==> src/rtl/jk_updown_counter.sv <==
// jk_updown_counter: synchronous modulo-MODULUS up/down counter built from a
// bank of JK flip-flop cells, one cell per count bit.
//
// The control logic works out J/K for every cell from the current count and
// the direction, enable and load inputs. The counter also drives a
// terminal-count flag (combinational) and a wrap flag (registered).
//
// Optional build macro: JK_COUNTER_STICKY_WRAP_EN
//   undefined (default): wrap is a one-cycle pulse in the cycle that first
//                        shows the wrapped count.
//   defined            : wrap sets on any wrap transition and holds until
//                        reset or load clears it.

// Single JK flip-flop cell with synchronous active-high reset.
module jk_cell (
   input  logic clk,
   input  logic reset,
   input  logic j,
   input  logic k,
   output logic q
);

   // JK truth table: hold / clear / set / toggle, reset has priority.
   always_ff @(posedge clk) begin
      if (reset) begin
         q <= 1'b0;
      end else begin
         case ({j, k})
            2'b00:   q <= q;
            2'b01:   q <= 1'b0;
            2'b10:   q <= 1'b1;
            default: q <= ~q;
         endcase
      end
   end

endmodule

// Counter control stage plus the bank of JK cells it drives.
module jk_updown_counter #(
   parameter int WIDTH   = 4,
   parameter int MODULUS = 10
) (
   input  logic             clk,
   input  logic             reset,
   input  logic             en,
   input  logic             up,
   input  logic             load,
   input  logic [WIDTH-1:0] din,
   output logic [WIDTH-1:0] count,
   output logic             tc,
   output logic             wrap
);

   // The modulus must be representable and give a sequence of at least two.
   generate
      if (MODULUS < 2 || MODULUS > (1 << WIDTH)) begin : g_bad_modulus
         $error("jk_updown_counter: MODULUS %0d outside 2..2**WIDTH", MODULUS);
      end
   endgenerate

   // Last legal count value, and the modulus widened by one bit so that
   // MODULUS == 2**WIDTH is still representable for range comparisons.
   localparam logic [WIDTH-1:0] LAST    = WIDTH'(MODULUS - 1);
   localparam logic [WIDTH:0]   MOD_EXT = (WIDTH + 1)'(MODULUS);

   logic [WIDTH-1:0] j_drv;
   logic [WIDTH-1:0] k_drv;
   logic [WIDTH-1:0] tog_up;
   logic [WIDTH-1:0] tog_dn;
   logic [WIDTH-1:0] load_val;
   logic             at_last;
   logic             at_zero;
   logic             out_of_range;
   logic             din_ok;
   logic             wrap_up;
   logic             wrap_dn;
   logic             wrap_evt;

   // One JK cell per count bit; count comes straight from the cell outputs.
   genvar g;
   generate
      for (g = 0; g < WIDTH; g++) begin : g_cell
         jk_cell u_cell (
            .clk   (clk),
            .reset (reset),
            .j     (j_drv[g]),
            .k     (k_drv[g]),
            .q     (count[g])
         );
      end
   endgenerate

   // Count decode. A count at or above MODULUS can only arise from a fault;
   // an up step from there returns to 0, while a down step simply decrements
   // through the ordinary borrow chain.
   assign at_last      = (count == LAST);
   assign at_zero      = (count == '0);
   assign out_of_range = ({1'b0, count} >= MOD_EXT);

   // Load target: out-of-range load values are replaced by 0.
   assign din_ok   = ({1'b0, din} < MOD_EXT);
   assign load_val = din_ok ? din : '0;

   assign wrap_up  = en && up && (at_last || out_of_range);
   assign wrap_dn  = en && !up && at_zero;
   assign wrap_evt = !load && (wrap_up || wrap_dn);

   assign tc = en && ((up && at_last) || (!up && at_zero));

   // Toggle masks for the classic synchronous JK counter: bit i toggles on
   // an up step when all lower bits are 1, on a down step when all are 0.
   always_comb begin
      logic carry;
      logic borrow;
      tog_up = '0;
      tog_dn = '0;
      carry  = 1'b1;
      borrow = 1'b1;
      for (int i = 0; i < WIDTH; i++) begin
         tog_up[i] = carry;
         tog_dn[i] = borrow;
         carry     = carry & count[i];
         borrow    = borrow & ~count[i];
      end
   end

   // Per-bit J/K drive in priority load > count > hold. Reset needs no
   // drive here because it goes straight into the cells' own reset.
   always_comb begin
      j_drv = '0;
      k_drv = '0;
      if (load) begin
         j_drv = load_val;
         k_drv = ~load_val;
      end else if (en) begin
         if (up) begin
            if (wrap_up) begin
               j_drv = '0;
               k_drv = '1;
            end else begin
               j_drv = tog_up;
               k_drv = tog_up;
            end
         end else begin
            if (wrap_dn) begin
               j_drv = LAST;
               k_drv = ~LAST;
            end else begin
               j_drv = tog_dn;
               k_drv = tog_dn;
            end
         end
      end
   end

`ifdef JK_COUNTER_STICKY_WRAP_EN
   // Sticky wrap flag: set by any wrap transition, cleared only by reset or load.
   always_ff @(posedge clk) begin
      if (reset) begin
         wrap <= 1'b0;
      end else if (load) begin
         wrap <= 1'b0;
      end else if (wrap_evt) begin
         wrap <= 1'b1;
      end
   end
`else
   // Wrap pulse: high for exactly the cycle that first shows the wrapped count.
   always_ff @(posedge clk) begin
      if (reset) begin
         wrap <= 1'b0;
      end else begin
         wrap <= wrap_evt;
      end
   end
`endif

endmodule

==> config.mk <==
export PLATFORM = sky130hd
export DESIGN_NAME = jk_updown_counter
export DESIGN_NICKNAME = d
export VERILOG_FILES = /design/src/rtl/jk_updown_counter.sv
export SDC_FILE = /design/constraint.sdc
export NUM_CORES = 1
export LEC_CHECK = 0
export BUFFER_PORTS_ARGS = -buffer_cell sky130_fd_sc_hd__buf_2
export CAP_MARGIN = 20
export CORE_AREA = 5 5 49 51
export CTS_CLUSTER_DIAMETER = 40
export DETAILED_ROUTE_END_ITERATION = 8
export DIE_AREA = 0 0 54 56
export SLEW_MARGIN = 30
export SYNTH_ARGS = -nofsm -noshare
export SYNTH_HDL_FRONTEND = slang
export SYNTH_HIERARCHICAL = 1
export SYNTH_SLANG_ARGS = --single-unit
==> constraint.sdc <==
create_clock -name clk -period 1.86 [get_ports clk]
set_input_delay 0 -clock clk [delete_from_list [all_inputs] [get_ports clk]]
set_output_delay 0 -clock clk [all_outputs]
set_load 0.03 [all_outputs]
==> load_flow_metrics.sql, run 1 <==
INSERT INTO impl_metrics (metric_group, metric, value, unit) VALUES
('status', 'status', 'finished, violations left', ''),
('status', 'failed_checks', 'setup timing', ''),
('finish', 'number_of_antenna_diodes', '0', ''),
('route', 'drt_first_iter_violations', '17', ''),
('place', 'place.gp.congestion', '0.840', ''),
('logic_synthesis', 'synth-edff-count', '0', ''),
('logic_synthesis', 'ys_seq_elements', '5', ''),
('grt', 'first_global_vias', '679', ''),
('timing', 'final.setup_skew', '0.0111', 'ns'),
('logic_synthesis', 'netlist_top_cells_count', 'inv_1, ha_1, o21ai_0', ''),
('route', 'detail-route-antenna-nets', '0', ''),
('die', 'die_y', '56', 'um'),
('grt', 'grt_pass1_wl', '3030', 'um'),
('grt', 'gr-total-overflow', '0', ''),
('logic_synthesis', 'synth_warnings', '6', ''),
('timing', 'grt_setup_unrepaired', 'true', ''),
('logic_synthesis', 'netlist_top_cells_area', 'dfxtp_1, ha_1, inv_1, or3_1, o21ai_0', ''),
('setup_path', 'cp-end-kind', 'flop', ''),
('timing', 'final_hold_viol_count', '0', ''),
('logic_synthesis', 'synthesis.instances', '85', ''),
('job', 'max_cap_viols', '0', ''),
('clock_network', 'cts_root_buffer', 'clkbuf_4', ''),
('hold_path', 'hold_class', 'primary input to flop', ''),
('timing', 'timing.final.crit_period', '1.96', 'ns'),
('logic_synthesis', 'synth-seq-area-share', '15.9', '%'),
('die', 'die_w', '54', 'um'),
('place', 'dpl.hpwl', '1430', 'um'),
('clock_network', 'clock_tree.buffer_depth', '2', ''),
('route', 'post-route-drc-count', '0', ''),
('logic_synthesis', 'yosys.cell_count.top_type', 'inv_1', ''),
('route', 'route.vias.total', '789', ''),
('timing', 'period_utilisation_layout', '105', '%'),
('logic_synthesis', 'async_flop_share', '0', '%'),
('route', 'postRouteWirelength', '1970', 'um'),
('die', 'placement_rows', '16', ''),
('die', 'die_area', '3020', 'um2'),
('route', 'drt_via_density', '5.23', ''),
('finish', 'finish.net_count', '142', ''),
('finish', 'layout-area-overhead-vs-synth', '61.8', '%'),
('clock_network', 'cts_tree', 'yes', ''),
('timing', 'worst_pin_slew', '0.338', 'ns'),
('place', 'post-place-ws', '-0.0929', 'ns'),
('pwr', 'report.power.total', '0.662', 'mW'),
('grt', 'antenna_found_initial', '0', ''),
('timing', 'max_slew_margin', '77.4', '%'),
('setup_path', 'crit_required', '2.02', 'ns'),
('timing', 'report.final.setup_viol', '4', ''),
('die', 'count_of_boundary_i_o_pins', '15', ''),
('pwr', 'power.static_leakage', '0.481', 'nW'),
('logic_synthesis', 'synth_top_area_share', '15.9', '%'),
('grt', 'grt_max_degree', '13', ''),
('clock_network', 'clk-insertion-delay-late', '0.25', 'ns'),
('grt', 'grt.total_usage', '13.3', '%'),
('pwr', 'power.density_cell_area', '651', 'nW/um2'),
('die', 'floorplan.initialDensity', '33.0', '%'),
('place', 'numPortBuffers', '14', ''),
('setup_path', 'crit_path_start_kind', 'flop', ''),
('logic_synthesis', 'synthFlopType', 'dfxtp_1', ''),
('die', 'core_region_area', '1900', 'um2'),
('setup_path', 'critPathKind', 'flop to flop', ''),
('finish', 'drive_above_1_share', '50.0', '%'),
('logic_synthesis', 'ys_types', '31', ''),
('timing', 'worst_slack', '-0.0966', 'ns'),
('timing', 'drv_slew', '0', ''),
('logic_synthesis', 'syn-num-nets', '102', ''),
('setup_path', 'critical_path.max_fanout', '7', ''),
('route', '1st_pass_router_iterations', '4', ''),
('setup_path', 'timing.critical_path.arrival', '2.12', 'ns'),
('timing', 'max_freq', '511', 'MHz'),
('logic_synthesis', 'synthDominantAreaCellType', 'dfxtp_1', ''),
('clock_network', 'clkTransAtPathRegs', '0.04', 'ns'),
('clock_network', 'cts.htree.levels', '1', ''),
('pwr', 'vdd_drop_max', '0.000343', 'V'),
('route', 'detail_route.wl_per_cell', '13.0', 'um'),
('clock_network', 'cts_sinks', '5', ''),
('clock_network', 'cts-buffers-inserted', '3', ''),
('logic_synthesis', 'synth_area', '628', 'um2'),
('logic_synthesis', 'synthesis.area_per_instance', '7.39', 'um2');
[worst max-delay path, stage by stage (launching register included)]
cell and delay (ns):
dfxtp_4 0.35, or4_4 0.54, o21ai_1 0.15, a21oi_1 0.08, inv_1 0.07, ha_1 0.25
or3_1 0.31, a31oi_1 0.13
[stage by stage]
stage	hold slack, ns	setup TNS, ns	instances	utilization, %	instance area, um2
detailed placement	0.271	-0.305	140	46.4	883
finish	0.0432	-0.247	151	53.4	1020
global route	0.0546	-0.516	151	53.4	1020
floorplan	0.0597	-0.555	85	-	678
CTS	0.0226	-0.201	149	51.4	978
global placement	0.267	-0.139	140	46.4	883
[area by class of cell]
type	count	area, um2
inverter	10	37.5
sequential	5	110
fill	191	886
tap	27	33.8
clock buffer	4	26.3
multi-input combinational	66	548
timing repair buffer	39	260
[timing repair]
item                       4_1_cts  5_1_grt
hold endpoints to repair         1        0
buffers inserted                 4        2
gates resized for setup          5       11
pin swaps                        7        5
hold buffers                     1        0
setup endpoints to repair        4        4
[path summary, 6_finish.rpt]
path | end | from | slack, ns | depth (start not counted)
worst max-delay path | g_cell[0].u_cell/q$_SDFFE_PP0P_ | g_cell[0].u_cell/q$_SDFFE_PP0P_ | -0.1 | 7
worst min-delay path | wrap$_SDFF_PP0_ | load | 0.04 | 2
worst max register to register | g_cell[0].u_cell/q$_SDFFE_PP0P_ | g_cell[0].u_cell/q$_SDFFE_PP0P_ | -0.1 | 7
worst min register to register | g_cell[0].u_cell/q$_SDFFE_PP0P_ | g_cell[0].u_cell/q$_SDFFE_PP0P_ | 0.66 | 3
[flip-flops by register name (all words and copies together), names as in the netlist]
name / flops
g_cell.u_cell/q: 4
wrap: 1
[power breakdown]
group	switching [mW]	leakage (nW)	internal, mW	total [mW]
Combinational	0.182	0.422	0.191	0.373
Sequential	0.0287	0.0431	0.126	0.154
Clock	0.0533	0.0150	0.0817	0.135
[layer usage]
metal / share of wire, % / vias to the layer above / GRT usage, %
met5: 0 / - / 0
met4: 1.5 / 0 / 5.34
met3: 5.9 / 5 / 2.41
met2: 47 / 23 / 21.8
met1: 45 / 367 / 16.5
li1: - / 394 / -
[kinds of logic after synthesis]
| family | share of synthesized area, % |
|---|---|
| compound gates | 25.3 |
| buf+inv | 9.56 |
| flops | 15.9 |
| simple gates | 33.3 |
| fa+ha+maj | 15.9 |
[placed cells by master (no fill, tap or decap), types with 3 or more instances in the layout]
cell,count
nor2_1,3
buf_2,14
or3_1,5
inv_1,8
nand2_1,6
a31oi_1,5
nand3b_1,4
nand3_1,3
buf_4,24
o21ai_1,4
clkbuf_4,3
ha_1,7
No activity file was read; power rests on OpenSTA's default activity.
==> run 2, diff against run 1 <==
==> constraint.sdc (replaced) <==
create_clock -name clk -period 1.86 [get_ports clk]
set_input_delay 0.093 -clock clk [delete_from_list [all_inputs] [get_ports clk]]
set_output_delay 0.093 -clock clk [all_outputs]
set_load 0.03 [all_outputs]
==> load_flow_metrics.sql, run 2 (synthesis results as in run 1) <==
INSERT INTO impl_metrics (metric_group, metric, value, unit) VALUES
('finish', 'layout-area-overhead-vs-synth', '65.1', '%'),
('route', 'detail_route.wl_per_cell', '13.4', 'um'),
('clock_network', 'cts.htree.levels', '1', ''),
('setup_path', 'reg2reg_setup_slack', '-0.09', 'ns'),
('timing', 'final_hold_viol_count', '0', ''),
('timing', 'hold_slack', '0.0926', 'ns'),
('finish', 'final_cell_mix', 'buf_4, buf_2, inv_1, nand2_1, ha_1', ''),
('grt', 'grt_max_degree', '13', ''),
('setup_path', 'cp-end-kind', 'flop', ''),
('timing', 'max_freq', '514', 'MHz'),
('die', 'floorplan.initialDensity', '33.0', '%'),
('route', 'route.vias.total', '806', ''),
('timing', 'timing.final.crit_period', '1.95', 'ns'),
('finish', 'number_of_antenna_diodes', '0', ''),
('timing', 'report.final.setup_viol', '4', ''),
('die', 'count_of_boundary_i_o_pins', '15', ''),
('setup_path', 'crit_path_start_kind', 'flop', ''),
('route', 'wl_met3', '102', 'um'),
('clock_network', 'clock_tree.buffer_depth', '2', ''),
('setup_path', 'critPathKind', 'flop to flop', ''),
('setup_path', 'timing.critical_path.arrival', '2.12', 'ns'),
('route', 'drt_via_density', '5.27', ''),
('timing', 'worst_pin_slew', '0.366', 'ns'),
('route', 'maxUsedRoutingLayer', 'met4', ''),
('clock_network', 'cts_sinks', '5', ''),
('place', 'numPortBuffers', '14', ''),
('route', 'detail-route-antenna-nets', '0', ''),
('grt', 'grt.total_usage', '14.7', '%'),
('place', 'post-place-ws', '-0.190', 'ns'),
('timing', 'drv_slew', '0', ''),
('timing', 'grt_setup_unrepaired', 'true', ''),
('route', 'post-route-drc-count', '0', ''),
('timing', 'worst_slack', '-0.0861', 'ns'),
('timing', 'final.setup_skew', '0.00733', 'ns'),
('route', 'postRouteWirelength', '2040', 'um'),
('status', 'failed_checks', 'setup timing', ''),
('pwr', 'report.power.total', '0.670', 'mW'),
('die', 'placement_rows', '16', ''),
('route', '1st_pass_router_iterations', '4', ''),
('clock_network', 'cts_root_buffer', 'clkbuf_4', ''),
('route', 'route.met2.wl', '962', 'um'),
('pwr', 'power.static_leakage', '0.487', 'nW'),
('hold_path', 'hold_class', 'primary input to flop', ''),
('status', 'status', 'finished, violations left', ''),
('die', 'die_area', '3020', 'um2'),
('finish', 'most_common_cell_after_layout_fill_and_taps_aside', 'buf_4', ''),
('timing', 'max_slew_margin', '75.5', '%'),
('timing', 'final.setup.tns', '-0.279', 'ns'),
('die', 'core_region_area', '1900', 'um2'),
('route', 'drt_first_iter_violations', '13', ''),
('finish', 'filler_cell_count_in_the_final_layout', '188', ''),
('setup_path', 'critical_path.max_fanout', '6', ''),
('finish', 'drive_above_1_share', '51.6', '%'),
('job', 'max_cap_viols', '0', ''),
('finish', 'largest_register_ff_count', '4', ''),
('finish', 'instances_no_fill', '153', ''),
('timing', 'period_utilisation_layout', '105', '%'),
('finish', 'multi_input_gate_area_in_the_final_layout', '557', 'um2'),
('finish', 'reg.largest.list', 'g_cell.u_cell/q x4, wrap x1', ''),
('place', 'dpl.hpwl', '1530', 'um'),
('clock_network', 'cts_tree', 'yes', ''),
('clock_network', 'clk-insertion-delay-late', '0.26', 'ns'),
('clock_network', 'ctsHoldBuffers', '0', ''),
('die', 'die_w', '54', 'um'),
('place', 'placed_cells_incl_taps', '145', ''),
('pwr', 'power.density_cell_area', '646', 'nW/um2'),
('grt', 'first_global_vias', '761', ''),
('route', 'drt-met1-wl', '909', 'um'),
('grt', 'gr-total-overflow', '0', ''),
('finish', 'regArea', '110', 'um2'),
('die', 'die_y', '56', 'um'),
('place', 'place.gp.congestion', '0.849', ''),
('finish', 'finish.net_count', '144', ''),
('clock_network', 'cts-buffers-inserted', '3', ''),
('grt', 'grt_pass1_wl', '3330', 'um'),
('pwr', 'vdd_drop_max', '0.000357', 'V'),
('finish', 'largest_reg_by_ff_count', 'g_cell.u_cell/q', ''),
('setup_path', 'crit_required', '2.03', 'ns'),
('grt', 'antenna_found_initial', '0', ''),
('clock_network', 'clkTransAtPathRegs', '0.05', 'ns');
-- run 2: cell count changes in the layout (fill, tap and decap cells not counted), sizes merged --
cell         before  now
buf              38   41
dlygate4sd3       1    0
-- run 2: through the flow --
| stage | utilization, % | cell area [um2] |
|---|---|---|
| 4_1_cts | 52.0 | 988 |
| 6_report | 54.5 | 1040 |
| 3_5_place_dp | 48.0 | 913 |
| 5_1_grt | 54.5 | 1040 |
| 2_1_floorplan | - | 671 |
| 3_3_place_gp | 48.0 | 913 |
-- run 2: final timing paths --
check / startpoint / to / cells after the start
max: g_cell[0].u_cell/q$_SDFFE_PP0P_ / g_cell[2].u_cell/q$_SDFFE_PP0P_ / 7
min: reset / wrap$_SDFF_PP0_ / 2
max reg2reg: g_cell[0].u_cell/q$_SDFFE_PP0P_ / g_cell[2].u_cell/q$_SDFFE_PP0P_ / 7
min reg2reg: g_cell[2].u_cell/q$_SDFFE_PP0P_ / g_cell[2].u_cell/q$_SDFFE_PP0P_ / 2
-- run 2: critical path, stage by stage (launching register included) --
cell	delay [ns]
dfxtp_4	0.35
or2_4	0.26
o32ai_2	0.28
a22o_1	0.20
inv_1	0.08
ha_4	0.21
or3_1	0.34
a31oi_1	0.14
-- run 2: layer usage --
| metal | vias up | global-route usage [%] |
|---|---|---|
| li1 | 400 | - |
| met1 | 373 | 16.9 |
| met2 | 24 | 23.7 |
| met3 | 9 | 2.95 |
| met4 | 0 | 9.61 |
| met5 | - | 0 |
-- run 2: timing repair --
action / in CTS / in global routing
endpoints found under the setup margin: 4 / 4
buffers inserted: 2 / 2
gates resized for setup: 6 / 6
pin swaps: 10 / 3
-- run 2: final cells by class --
cell class	instances	area share, %
sequential	5	10.6
timing repair buffer	41	26.3
multi-input combinational	66	53.7
tap	27	3.26
inverter	10	3.62
clock buffer	4	2.53
-- run 2: power by group --
part	internal (mW)	leakage [nW]	switching, mW	total (mW)
sequential	0.126	0.0431	0.0267	0.152
combinational	0.197	0.429	0.183	0.380
clock	0.0819	0.0150	0.0558	0.138
